===== config.mk =====
export PLATFORM = sky130hd
export DESIGN_NAME = clock_monitor
export DESIGN_NICKNAME = d
export VERILOG_FILES = /design/src/rtl/clock_monitor.sv
export SDC_FILE = /design/constraint.sdc
export NUM_CORES = 1
export LEC_CHECK = 0
export ABC_AREA = 1
export BUFFER_PORTS_ARGS = -buffer_cell sky130_fd_sc_hd__buf_2
export CAP_MARGIN = 25
export CORE_ASPECT_RATIO = 2
export CORE_MARGIN = 2
export CORE_UTILIZATION = 45
export DETAILED_ROUTE_END_ITERATION = 7
export MAX_ROUTING_LAYER = met4
export PLACE_DENSITY = 0.67
export SLEW_MARGIN = 20
export SYNTH_ARGS = -nofsm -noshare
export SYNTH_HDL_FRONTEND = slang
export SYNTH_SLANG_ARGS = --single-unit

===== constraint.sdc =====
create_clock -name clk -period 1.49 [get_ports clk]
set_input_delay 0.149 -clock clk [delete_from_list [all_inputs] [get_ports clk]]
set_output_delay 0.149 -clock clk [all_outputs]
set_load 0.01 [all_outputs]

===== src/rtl/clock_monitor.sv =====
// clock_monitor: measures period and high time of an async clock in clk cycles.
// Define CLOCK_MONITOR_CHECK_EN to add tolerance checks against expected values.
module clock_monitor #(
  parameter int CNT_W       = 16,
  parameter int SYNC_STAGES = 2
) (
  input  logic             clk,
  input  logic             rst,
  input  logic             clk_in,
  input  logic             start,
  input  logic             cont,
`ifdef CLOCK_MONITOR_CHECK_EN
  input  logic [CNT_W-1:0] exp_period,
  input  logic [CNT_W-1:0] exp_high,
  input  logic [CNT_W-1:0] tol,
  output logic             period_err,
  output logic             duty_err,
`endif
  output logic [CNT_W-1:0] meas_period,
  output logic [CNT_W-1:0] meas_high,
  output logic             valid,
  output logic             busy,
  output logic             timeout
);

  typedef enum logic [1:0] {
    IDLE,
    ARM,
    HIGH,
    LOW
  } state_e;

  localparam logic [CNT_W-1:0] ONE  = CNT_W'(1);
  // last value a counter may hold before the next step would saturate
  localparam logic [CNT_W-1:0] LAST = ~ONE;

  logic [SYNC_STAGES-1:0] sync_q;
  logic                   hist_q;
  logic                   sync_s;
  logic                   rise;
  logic                   fall;

  state_e           state_q, state_d;
  logic [CNT_W-1:0] per_q, per_d;
  logic [CNT_W-1:0] hi_q, hi_d;
  logic [CNT_W-1:0] period_q, period_d;
  logic [CNT_W-1:0] high_q, high_d;
  logic             valid_q, valid_d;
  logic             timeout_q, timeout_d;

  assign sync_s = sync_q[SYNC_STAGES-1];
  assign rise   = sync_s & ~hist_q;
  assign fall   = ~sync_s & hist_q;

  always_comb begin
    state_d   = state_q;
    per_d     = per_q;
    hi_d      = hi_q;
    period_d  = period_q;
    high_d    = high_q;
    valid_d   = 1'b0;
    timeout_d = 1'b0;
    unique case (state_q)
      IDLE: begin
        if (start) begin
          state_d = ARM;
          per_d   = '0;
          hi_d    = '0;
        end
      end
      ARM: begin
        if (rise) begin
          state_d = HIGH;
          per_d   = ONE;
          hi_d    = ONE;
        end else if (per_q == LAST) begin
          state_d   = IDLE;
          timeout_d = 1'b1;
        end else begin
          per_d = per_q + ONE;
        end
      end
      HIGH: begin
        if (per_q == LAST) begin
          state_d   = IDLE;
          timeout_d = 1'b1;
        end else begin
          per_d = per_q + ONE;
          if (fall) state_d = LOW;
          else hi_d = hi_q + ONE;
        end
      end
      LOW: begin
        if (rise) begin
          period_d = per_q;
          high_d   = hi_q;
          valid_d  = 1'b1;
          // the closing rise doubles as the opening rise of the next period
          if (cont) begin
            state_d = HIGH;
            per_d   = ONE;
            hi_d    = ONE;
          end else begin
            state_d = IDLE;
          end
        end else if (per_q == LAST) begin
          state_d   = IDLE;
          timeout_d = 1'b1;
        end else begin
          per_d = per_q + ONE;
        end
      end
    endcase
  end

  always_ff @(posedge clk) begin
    if (rst) begin
      sync_q    <= '0;
      hist_q    <= 1'b0;
      state_q   <= IDLE;
      per_q     <= '0;
      hi_q      <= '0;
      period_q  <= '0;
      high_q    <= '0;
      valid_q   <= 1'b0;
      timeout_q <= 1'b0;
    end else begin
      sync_q    <= {sync_q[SYNC_STAGES-2:0], clk_in};
      hist_q    <= sync_s;
      state_q   <= state_d;
      per_q     <= per_d;
      hi_q      <= hi_d;
      period_q  <= period_d;
      high_q    <= high_d;
      valid_q   <= valid_d;
      timeout_q <= timeout_d;
    end
  end

  assign meas_period = period_q;
  assign meas_high   = high_q;
  assign valid       = valid_q;
  assign timeout     = timeout_q;
  assign busy        = (state_q != IDLE);

`ifdef CLOCK_MONITOR_CHECK_EN
  logic [CNT_W-1:0] per_dev;
  logic [CNT_W-1:0] hi_dev;
  logic             perr_q;
  logic             derr_q;

  assign per_dev = (per_q > exp_period) ? per_q - exp_period
                                        : exp_period - per_q;
  assign hi_dev  = (hi_q > exp_high) ? hi_q - exp_high
                                     : exp_high - hi_q;

  always_ff @(posedge clk) begin
    if (rst) begin
      perr_q <= 1'b0;
      derr_q <= 1'b0;
    end else if (valid_d) begin
      perr_q <= (per_dev > tol);
      derr_q <= (hi_dev > tol);
    end
  end

  assign period_err = perr_q;
  assign duty_err   = derr_q;
`endif

endmodule


; ---- After elaboration in Yosys (flattened, before gate mapping)
; Index checks and enable logic that the tools add are counted.
[word_totals]
reg_bits = 71
input_bits = 5
output_inout_bits = 35
elab_cells = 59
[op_classes]
addsub = 2
n_eq_ne = 12
mux = 23
bitwise = 5
reduce_logical = 8
[ops]
columns = cell, n
row1 = 16-bit two-way mux, 9
row2 = 16-bit one-hot mux with 4 select lines, 2
row3 = "16-bit by 1-bit adder with 16-bit output, second input constant", 2
row4 = "16-bit == test, second input constant", 1
row5 = 2-bit two-way mux, 7
row6 = "2-bit != test, second input constant", 6
row7 = 2-bit one-hot mux with 4 select lines, 1
row8 = "3-bit != test, second input constant", 2
row9 = 2-bit AND reduction, 3
row10 = 6-bit AND reduction, 1
row11 = "2-bit == test, second input constant", 2
row12 = 2-bit OR reduction, 2
row13 = 1-bit two-way mux, 3
row14 = 1-bit NOT, 3
row15 = 1-bit AND, 2
row16 = "2-bit by 1-bit == test with 1-bit output, second input constant", 1
row17 = 2-bit zero test, 1
row18 = 1-bit one-hot mux with 2 select lines, 1
row19 = 2-bit nonzero test, 1

; ---- Logic depth before layout (Yosys ltp)
[logic_depth]
word_depth = 5
ltp_mapped = 12
mapped_depth_nobuf = 12

; ---- Worst setup path after synthesis
; Ideal clock, no wire load.
[synth_path]
path_kind = reg2reg
start = register per_q[0]
end = register hi_q[3]
setup_time_ns = 0.136
arrival_time_ns = 1.411
t_required_ns = 1.354
path_slack_ns = -0.057
path_stages_with_launch = 13
path_buffers = 1
period_less_slack_ns = 1.547
cell_sequence = dfxtp_1 -> inv_1 -> ha_1 -> nand3_1 -> nor2_2 -> nand2_4 -> nand2_4 -> nand2_4 -> nand2_4 -> inv_4 -> buf_6 -> nand2_1 -> a21oi_2
[synth_via]
elab_chain_len = 3
[synth_lines]
columns = element, line
row1 = "start, declared", 44  ; logic [CNT_W-1:0] per_q, per_d;
row2 = "start signal, assigned", 131  ; per_q <= per_d;
row3 = 16-bit == test, 84  ; if (per_q == LAST) begin
row4 = 2-bit != test (no source line), --
row5 = 6-bit AND reduction (no source line), --
row6 = "end signal, assigned", 132  ; hi_q <= hi_d;
row7 = "end, declared", 45  ; logic [CNT_W-1:0] hi_q, hi_d;
; Every way passes these cells.
; A chain may end at the register's enable or synchronous reset.

; ---- Final worst setup path
[layout_path]
start = register per_q[3]
end = register hi_q[11]
; Same word-level chain as after synthesis.

==> PnR_summary.wiki <==
{| class="wikitable"
! Metric !! Value
|-
| Worst r2r src || per_q[3]
|-
| Vertical die dimension || 128.0 um
|-
| Required time at the worst-slack endpoint || 1770 ps
|-
| Synth Area per Inst || 6.938 sq um
|-
| Final cell utilization of the core || 66.93%
|-
| Cell Count, Final, Fillers Out || 714
|-
| Post-DP HPWL || 7.893 mm
|-
| Max frequency || 0.6496 GHz
|-
| Number of global-route vias before repair || 3732
|-
| Yosys synthesis warning count || 0
|-
| Fraction of synthesized cell area taken by the top area cell type || 41.06%
|-
| Layout Skew || 9.220 ps
|-
| Run status || complete, but fails checks
|-
| # placed instances || 683
|-
| Crit path time final || 1539 ps
|-
| Max cap viols || 0
|-
| Clock insertion delay at the later pin of the skew report || 340 ps
|-
| Post-synthesis async set-or-reset flop share || 0%
|-
| Starting utilization of the core area || 45.89%
|-
| H-tree levels || 3
|-
| Synth area leaders || dfxtp_1 (41%), nand2_1 (11%), nor2_1 (8.0%)
|-
| Predominant post-synthesis flop cell || dfxtp_1
|-
| Met3 Use GR || 4.390%
|-
| Total via count in the routed design || 3725
|-
| Number of enable-type register cells in the synthesized netlist || 0
|-
| Final ANT Viol Nets || 0
|-
| Worst setup slack after placement || -86.82 ps
|-
| Avg WL per Cell || 16.04 um
|-
| TritonCTS clock tree || built
|-
| Met2 track utilization from global routing || 49.79%
|-
| Count of antenna diodes in the layout || 0
|-
| Synth Net Count || 507
|-
| Actual transition at the worst max-transition pin || 321.1 ps
|-
| Startpoint of the tightest hold check path || clk_in
|-
| Number of buffers added on ports || 39
|-
| Critical Path End Type || flop
|-
| Total congestion overflow after global routing || 0
|-
| Proportion of layout cells with a drive suffix above 1 || 40.48%
|-
| Crit path DAT || 1810 ps
|-
| Wire length of the first global-routing pass || 16.95 mm
|-
| Bufs on Longest Clock Path || 2
|-
| Total DRC errors in the routed layout || 0
|-
| Final cycle utilization of the critical path || 103.3%
|-
| Area grow syn2layout || 45.86%
|-
| Reported leakage power || 2.180 nW
|-
| Hold Violations, Final || 0
|-
| Unrepaired setup endpoints after global routing || yes
|-
| Kind of start point of the critical path || flop
|-
| Met1 routing resource usage after global routing || 24.54%
|-
| Root Driver || clkbuf_16
|-
| Most area-hungry cell type in the Yosys netlist || dfxtp_1
|-
| CTS sink cnt || 71
|-
| Last weighted congestion value of the routability-driven placer || 0.9641
|-
| Total power per unit cell area || 914.4 mW/mm^2
|-
| Fin nets || 623
|-
| Placed Area || 0.004232 sq mm
|-
| CTS clock-pin slew for the worst setup and hold paths || 60 ps
|-
| Die width || 66.02 um
|-
| Initial antenna violation count || 0
|-
| I/O pin total || 40
|-
| Violated checks || setup timing
|-
| Type of the worst min-delay path || primary input to flop
|-
| Number of core rows || 45
|-
| Design Area, Final || 0.005050 sq mm
|-
| Mapped Cells || 499
|-
| Slew Limit Fails || 0
|-
| Std-Cell Core Area || 0.007545 sq mm
|-
| Pre-Repair DR Iteration Count || 4
|-
| Peak supply drop || 1.132 mV
|-
| Slew headroom || 78.59%
|-
| GRT busiest layer || met2
|-
| Timing startpoint of the critical path || per_q[3]
|-
| Total Neg Setup Slack || -361.8 ps
|-
| Critical Setup Path Class || flop to flop
|-
| CTS buffer count || 9
|-
| Pin count of the biggest net entering global routing || 42
|-
| Number of distinct standard cells referenced by the synthesized netlist || 34
|-
| Via-per-instance ratio || 5.217
|-
| Final-report setup violation count || 12
|-
| Top fanout value on the critical path || 7
|-
| Tot GR Track Use || 27.67%
|-
| Seq/Total Area, Yosys || 41.06%
|-
| 1st-iter DRT viols || 215
|-
| Die footprint || 0.008454 sq mm
|-
| Final setup margin || -49.44 ps
|-
| Routed WL || 11.45 mm
|-
| Flip-flop and latch count after synthesis || 71
|-
| Synthesized cell area || 0.003462 sq mm
|}
## metal layers
layer / wire [um] / up-vias / share of wire [%]
li1: - / 1846 / -
met3: 268 / 36 / 2.3
met4: 645 / 0 / 5.6
met1: 3920 / 1758 / 34
met2: 6616 / 85 / 58
met5: 0 / - / 0
## path summary, 6_finish.rpt
| check | to | depth (start not counted) | slack (ps) |
|---|---|---|---|
| hold reg to reg | sync_q[1] | 2 | 410 |
| setup / recovery | hi_q[11] | 11 | -50 |
| setup reg to reg | hi_q[11] | 11 | -50 |
| hold / removal | sync_q[0] | 3 | 20 |
## cell usage after synthesis, types with 2 or more instances
cell type and number:
nand2_1 102, nor2_1 74, dfxtp_1 71, inv_1 51, o21ai_0 47, a21oi_1 33, nand3_1 24, nand2_2 16
a21oi_2 11, clkbuf_1 10, nor3_1 10, nand4_1 9, inv_2 7, nand2_4 4, nor2_2 4, ha_1 3
xor2_1 3, a31oi_1 2, buf_4 2, nor2_4 2
## through the flow
| stage | power, mW | hold slack, ps |
|---|---|---|
| floorplan | 2.116 | 256.0 |
| global route | 4.751 | 40.74 |
| detailed placement | 2.215 | 364.0 |
| global placement | 2.213 | 363.7 |
| finish | 4.618 | 15.57 |
| CTS | 4.580 | 18.08 |
## what timing repair did
item,4_1_cts,5_1_grt
gates resized for setup,27,82
pin swaps,5,27
endpoints found under the setup margin,29,43
cloned,2,2
buffers inserted,2,9
hold buffers,0,0
## worst max-delay path, stage by stage, from the launching register on
cell and delay (ps):
dfxtp_1 340, nand2_1 90, inv_1 90, nand2_1 100, nor2_4 150, nand2_4 90
nand2_4 110, nand2_8 80, nand2_8 140, buf_6 150, nand2_4 50, a21oi_2 100
## cell families (layout without fill, tap and decap cells)
family / count (synthesis) / count (layout) / synth area share (%)
buffers and inverters: 76 / 196 / 9.252
and+or+nand+nor: 249 / 250 / 32.27
DFF: 71 / 71 / 41.06
AOI/OAI and AO/OA: 97 / 97 / 15.58
xor gates and xnor gates: 3 / 3 / 0.7591
adders and majority gates: 3 / 3 / 1.084
## layout make-up
cell class / count / area, sq um
clock buffer: 10 / 229.0
clock inverter: 6 / 93.84
fill: 665 / 2495
inverter: 60 / 240.2
multi-input combinational: 353 / 2006
sequential: 71 / 1449
tap: 94 / 117.6
timing repair buffer: 118 / 900.9
timing repair inverter: 2 / 13.76
## sequential cells by signal, indices dropped and copies added (netlist names)
signal	cells
state_q	2
sync_q	2
meas_high	16
valid	1
per_q	16
hi_q	16
meas_period	16
timeout	1
hist_q	1
## layout by cell type, fill, tap and decap left out, drive strengths merged
| cell type | n |
|---|---|
| nand4 | 9 |
| xor2 | 3 |
| ha | 3 |
| bufinv | 2 |
| inv | 59 |
| o31ai | 1 |
| nor4 | 1 |
| clkinvlp | 4 |
| a21oi | 44 |
| nor3 | 11 |
| clkbuf | 11 |
| nor4b | 1 |
| o21a | 1 |
| a31oi | 2 |
| o21bai | 1 |
| dfxtp | 71 |
| or2 | 1 |
| o21ai | 47 |
| nor2 | 80 |
| clkinv | 3 |
| buf | 117 |
| nand3 | 24 |
| nand2 | 123 |
| a211oi | 1 |
## power by group
part           total, mW  internal, mW  switching (mW)
registers           1.92          1.91          0.0107
logic              0.357         0.144           0.213
clock network       2.34          1.48           0.866
Power figures use the tool's default switching activity.
